[src/rtl/bhand_rev.sv]
// bhand_rev -- reverse-path buffered handshake (registered-ready skid buffer).
//
// Breaks the backward ready path between a producer and a consumer. idata_rdy
// comes straight from a flop and never depends combinationally on odata_rdy.
// A 2-entry skid buffer (output register plus skid register) absorbs the word
// that is accepted in the cycle when downstream backpressure first appears.
//
// Parameters:
//   DATA_WIDTH   width of idata/odata
//   COUNT_WIDTH  width of xfer_cnt (only with BHAND_REV_COUNT_EN)
//
// Ports:
//   clk        sole clock, posedge
//   rst        synchronous active-low reset
//   idata      upstream data
//   idata_vld  upstream valid
//   idata_rdy  registered ready to upstream
//   odata      registered downstream data
//   odata_vld  registered downstream valid
//   odata_rdy  downstream ready
//   xfer_cnt   output-transfer count, wraps (only with BHAND_REV_COUNT_EN)
//
// Optional feature macro: BHAND_REV_COUNT_EN adds the xfer_cnt port/counter.

module bhand_rev #(
    parameter int unsigned DATA_WIDTH  = 8,
    parameter int unsigned COUNT_WIDTH = 4
) (
    input  logic                   clk,
    input  logic                   rst,
    input  logic [DATA_WIDTH-1:0]  idata,
    input  logic                   idata_vld,
    output logic                   idata_rdy,
    output logic [DATA_WIDTH-1:0]  odata,
    output logic                   odata_vld,
    input  logic                   odata_rdy
`ifdef BHAND_REV_COUNT_EN
    ,
    output logic [COUNT_WIDTH-1:0] xfer_cnt
`endif
);

    typedef enum logic [1:0] {
        EMPTY = 2'd0,
        BUSY  = 2'd1,
        FULL  = 2'd2
    } state_t;

    state_t                state_q, state_d;
    logic [DATA_WIDTH-1:0] odata_q, odata_d;
    logic [DATA_WIDTH-1:0] skid_q, skid_d;
    logic                  odata_vld_q, odata_vld_d;
    logic                  idata_rdy_q, idata_rdy_d;
    logic                  in_xfer, out_xfer;

    assign in_xfer  = idata_vld && idata_rdy_q;
    assign out_xfer = odata_vld_q && odata_rdy;

    always_comb begin
        state_d = state_q;
        odata_d = odata_q;
        skid_d  = skid_q;
        unique case (state_q)
            EMPTY: begin
                if (in_xfer) begin
                    odata_d = idata;
                    state_d = BUSY;
                end
            end
            BUSY: begin
                if (in_xfer && out_xfer) begin
                    odata_d = idata;
                end else if (in_xfer) begin
                    skid_d  = idata;
                    state_d = FULL;
                end else if (out_xfer) begin
                    state_d = EMPTY;
                end
            end
            FULL: begin
                // idata_rdy_q is 0 here, so no input transfer can occur.
                if (out_xfer) begin
                    odata_d = skid_q;
                    state_d = BUSY;
                end
            end
            default: state_d = EMPTY;
        endcase
        // Handshake outputs are registered copies of the next-state decode.
        odata_vld_d = (state_d != EMPTY);
        idata_rdy_d = (state_d != FULL);
    end

    always_ff @(posedge clk) begin
        if (!rst) begin
            state_q     <= EMPTY;
            odata_q     <= '0;
            skid_q      <= '0;
            odata_vld_q <= 1'b0;
            idata_rdy_q <= 1'b0;
        end else begin
            state_q     <= state_d;
            odata_q     <= odata_d;
            skid_q      <= skid_d;
            odata_vld_q <= odata_vld_d;
            idata_rdy_q <= idata_rdy_d;
        end
    end

    assign idata_rdy = idata_rdy_q;
    assign odata     = odata_q;
    assign odata_vld = odata_vld_q;

`ifdef BHAND_REV_COUNT_EN
    logic [COUNT_WIDTH-1:0] cnt_q, cnt_d;

    always_comb begin
        cnt_d = cnt_q;
        if (out_xfer) begin
            cnt_d = cnt_q + COUNT_WIDTH'(1);
        end
    end

    always_ff @(posedge clk) begin
        if (!rst) begin
            cnt_q <= '0;
        end else begin
            cnt_q <= cnt_d;
        end
    end

    assign xfer_cnt = cnt_q;
`else
    logic [COUNT_WIDTH-1:0] unused_cnt_w;
    assign unused_cnt_w = '0;
`endif

endmodule
[config.mk]
export PLATFORM = sky130hd
export DESIGN_NAME = bhand_rev
export DESIGN_NICKNAME = d
export VERILOG_FILES = /design/src/rtl/bhand_rev.sv
export SDC_FILE = /design/constraint.sdc
export NUM_CORES = 1
export LEC_CHECK = 0
export ABC_AREA = 1
export BUFFER_PORTS_ARGS = -buffer_cell sky130_fd_sc_hd__buf_2
export CAP_MARGIN = 20
export CORE_UTILIZATION = 52
export DETAILED_ROUTE_END_ITERATION = 7
export PLACE_DENSITY = 0.78
export REMOVE_ABC_BUFFERS = 1
export SYNTH_ARGS = -nofsm -noshare
export SYNTH_HDL_FRONTEND = slang
export SYNTH_SLANG_ARGS = --single-unit
export TNS_END_PERCENT = 100
[constraint.sdc]
create_clock -name clk -period 1.2 [get_ports clk]
set_input_delay 0.24 -clock clk [delete_from_list [all_inputs] [get_ports clk]]
set_output_delay 0.24 -clock clk [all_outputs]
set_load 0.005 [all_outputs]
# Word level (Yosys, flattened, before mapping)
# Index checks and enable logic that the tools add are counted.
# classes
n_eq_ne	6
n_bitwise	1
reduce_logical	8
mux	10
# ops
operator	count
$mux W8	3
$pmux W8 S3	1
$mux W2	5
$ne A2 B2 Y1 const B	4
$pmux W2 S3	1
$reduce_and A4 Y1	1
$logic_and A1 B1 Y1	3
$reduce_and A3 Y1	1
$reduce_bool A3 Y1	1
$eq A2 B1 Y1 const B	1
$eq A2 B2 Y1 const B	1
$logic_not A2 Y1	1
$reduce_bool A2 Y1	1
$not A1 Y1	1
# totals
in_bits	12
out_inout_bits	10
elab_cells	30
ff_bits	20

# Longest topological paths before layout
# logic_depth
depth_word	6
depth_mapped	8
ltp_nobuf	7

# Least setup slack after synthesis
# Ideal clock, no wire load.
# synth_path
path_kind	reg-to-reg
start	register state_q[0]
end	register odata_q[2], in the netlist odata[2]
n_path_buf	1
t_required_ps	1087
synth_period_minus_slack_ps	1100
arrival_ps	988
slack_ps	100
setup_time_ps	113
path_stages_with_launch	9
cell_sequence	dfxtp_1 > inv_2 > nand2_2 > nand2_2 > nand2_4 > buf_6 > nand2_1 > nand2_1 > nor2_1
# synth_via
elab_chain_len	3
elab_cells_between_ends	9
cone_classes	eq/ne: 5; mux: 1; reduce/logical: 3
# synth_rtl
element	line_no	text
start: declaration	49	state_t state_q, state_d;
start signal: assignment	102	state_q <= state_d;
$eq A2 B1 Y1, or another cell as far along	63	unique case (state_q)
$ne A2 B2 Y1 (no line) / $reduce_bool A3 Y1 (equally long branches)	-	
$reduce_and A4 Y1 (no line)	-	
end signal: assignment	103	odata_q <= odata_d;
end: declaration	50	logic [DATA_WIDTH-1:0] odata_q, odata_d;
# Parallel ways exist; a longest one is shown, timed or not.
# A chain may end at the register's enable or synchronous reset.

# Worst setup path in the final report
# layout_path
start	register state_q[1]
end	register skid_q[1]
# layout_via
elab_chain_len	2
# layout_rtl
element	line_no	text
$eq A2 B1 Y1	63	
$reduce_and A3 Y1 (no line)	-	
end signal: assignment	104	skid_q <= skid_d;
end: declaration	51	logic [DATA_WIDTH-1:0] skid_q, skid_d;
# No other way between the ends.

==> results.cfg <==
[outcome]
status = finished clean

[floorplanning]
start_util = 0.565
core_mm2 = 0.00176
dieArea_mm2 = 0.00209
num_rows = 15
boundaryPins = 22
die_w_um = 45.8
die_h_um = 45.8

[global_routing]
grt_overflow_total = 0
grtUsageTotal = 0.207
grt_max_degree = 19
grt_pass1_wl_um = 3140
grt_pass1_vias = 755
antenna_found_initial = 0

[pwr]
leakage_uw = 0.000631
powerDensity_mw_per_mm2 = 1170
ir_worst_vdd_mv = 0.895

[cells_and_area]
syn_to_final_growth_pct = 19.8
multi_input_area_um2 = 508
antenna-diode-count = 0
drive_gt1_frac = 0.243
utilization = 0.677
ff_latch_area_um2 = 402
nets = 186
fillCellCount = 173

[placed_design]
post-place-ws_ns = 0.0513
portBuffers = 21
gp_congestion = 0.776
dpl.hpwl_um = 1460

[timing]
period_minus_slack_ns = 1.12
slew_headroom = 0.784
skew_ns = 0.00866
worst_slack_ns = 0.0783
max_freq_mhz = 891
grt_setup_unrepaired = yes
setup_viol = 0
tightest_slew_ns = 0.324
period_share = 0.935
final_max_slew_viol_count = 0
finalHoldViolations = 0

[clocking]
htreeDepth = 1
cts_tree = yes
cts_root_buf = clkbuf_4
clkSinkCount = 20
clk-insertion-delay-late_ns = 0.29
cts_buffers = 3
hold_buffers = 0
clk_pin_slew_ns = 0.12
clockBufferDepth = 2

[route]
wl_per_cell_um = 10.7
drt_first_iter_violations = 8
num_vias = 952
totalWireLength_um = 2120
via_per_inst = 4.81
drcViolationCount = 0
drt_pre_antenna_iters = 4
antenna_left = 0

[critical_path]
crit_required_ns = 1.43
cp_cell_sequence = inv_1 > nand3_4 > nor3_4 > buf_4 > nor2_1 > nor2_1
cp.arrival_ns = 1.36
cp_slowest_cell = dfxtp_2
slowest_delay_ns = 0.34
cp-end-kind = flip-flop
path_class = reg2reg
cp_max_fo = 3
start_kind = flip-flop
crit_top_cell = nor2_1

[synthesis]
ys.warnings.count = 0
synth-seq-cells = 20
synth_top_area_share = 0.402
synth_cells = 146
yosys-top-cells-area = dfxtp_1, nand2_1, nor2_1, nand3b_1, inv_1
seq_area_frac_synth = 0.402
synth_top_area_cell = dfxtp_1
synth_area_per_cell_um2 = 6.82
syn-cell-area_um2 = 996
yosysUniqueCellTypes = 19

[run]
cap_violations = 0

[min_path]
min_path_type = in2reg
final timing paths:
| check | startpoint | end | slack [ns] | cells after the start |
|---|---|---|---|---|
| setup / recovery | state_q[1] | skid_q[1] | 0.08 | 6 |
| hold / removal | idata[0] | odata[0] | 0.27 | 5 |
| setup reg to reg | state_q[1] | skid_q[1] | 0.08 | 6 |
| hold reg to reg | skid_q[7] | skid_q[7] | 0.49 | 2 |
layout make-up:
type                    count  share of cell area
clock buffers               4              0.0304
repair buffers             28               0.132
inverters                  14              0.0493
multi-input cells         107               0.426
flip-flops and latches     20               0.336
well taps                  25              0.0262
where the power goes:
group,total [uW],internal (uW),switching (uW)
clock,383,185,198
combinational,274,111,164
sequential,735,710,25.2
metrics by stage:
stage / instance area [um^2] / power, uW / hold slack (ns) / std cells / TNS (ns)
floorplan: 953 / 912 / 0.360 / 141 / -0.0944
global placement: 1120 / 1000 / 0.456 / 191 / 0
detailed placement: 1120 / 1010 / 0.464 / 191 / 0
CTS: 1160 / 1400 / 0.263 / 195 / 0
global route: 1190 / 1480 / 0.278 / 198 / -0.0859
finish: 1190 / 1390 / 0.272 / 198 / 0
cell usage after synthesis, drive strengths merged:
master and n:
inv 14, buf 5, nand2 48, nor3 1, o21ai 3, nand3b 8, a21boi 1, nor2 36
a21oi 1, nand3 9, dfxtp 20
cells by family after synthesis:
logic type / share of synthesized area
and+or+nand+nor: 0.464
DFF: 0.402
buffers and inverters: 0.0955
AOI/OAI and AO/OA: 0.0389
metal layers:
metal / up-vias / GRT usage / routed length (um)
met3: 4 / 0.0357 / 71
li1: 501 / - / -
met2: 19 / 0.331 / 1030
met5: - / 0 / 0
met1: 428 / 0.280 / 998
met4: 0 / 0.0706 / 26
timing repair:
item	CTS	global route
buffers inserted	0	3
setup endpoints to repair	0	13
resized for setup	0	4
worst max-delay path, delay by kind of cell (launching register included):
kind / cells / cell delay (ns)
flip-flops: 1 / 0.34
AND/OR/NAND/NOR: 4 / 0.46
buffers and inverters: 2 / 0.27
placed cells by master (no fill, tap or decap):
master      instances
nor3_4              1
nor2_4              1
clkbuf_4            3
clkinvlp_4          1
a21oi_1             1
buf_4               7
nand2_4             1
nand3b_1            8
dfxtp_2             1
nand2_2             2
o21ai_4             1
nand3_1             8
nor2_1             35
o21ai_0             2
dfxtp_1            19
nand3_4             1
inv_1              12
nand2_1            45
inv_4               1
buf_2              21
clkbuf_8            1
a21boi_0            1
sequential cells by signal, indices dropped and copies added, names as in the netlist:
register / cells
odata: 8
idata_rdy: 1
skid_q: 8
state_q: 2
odata_vld: 1
No activity file was read; power rests on OpenSTA's default activity.
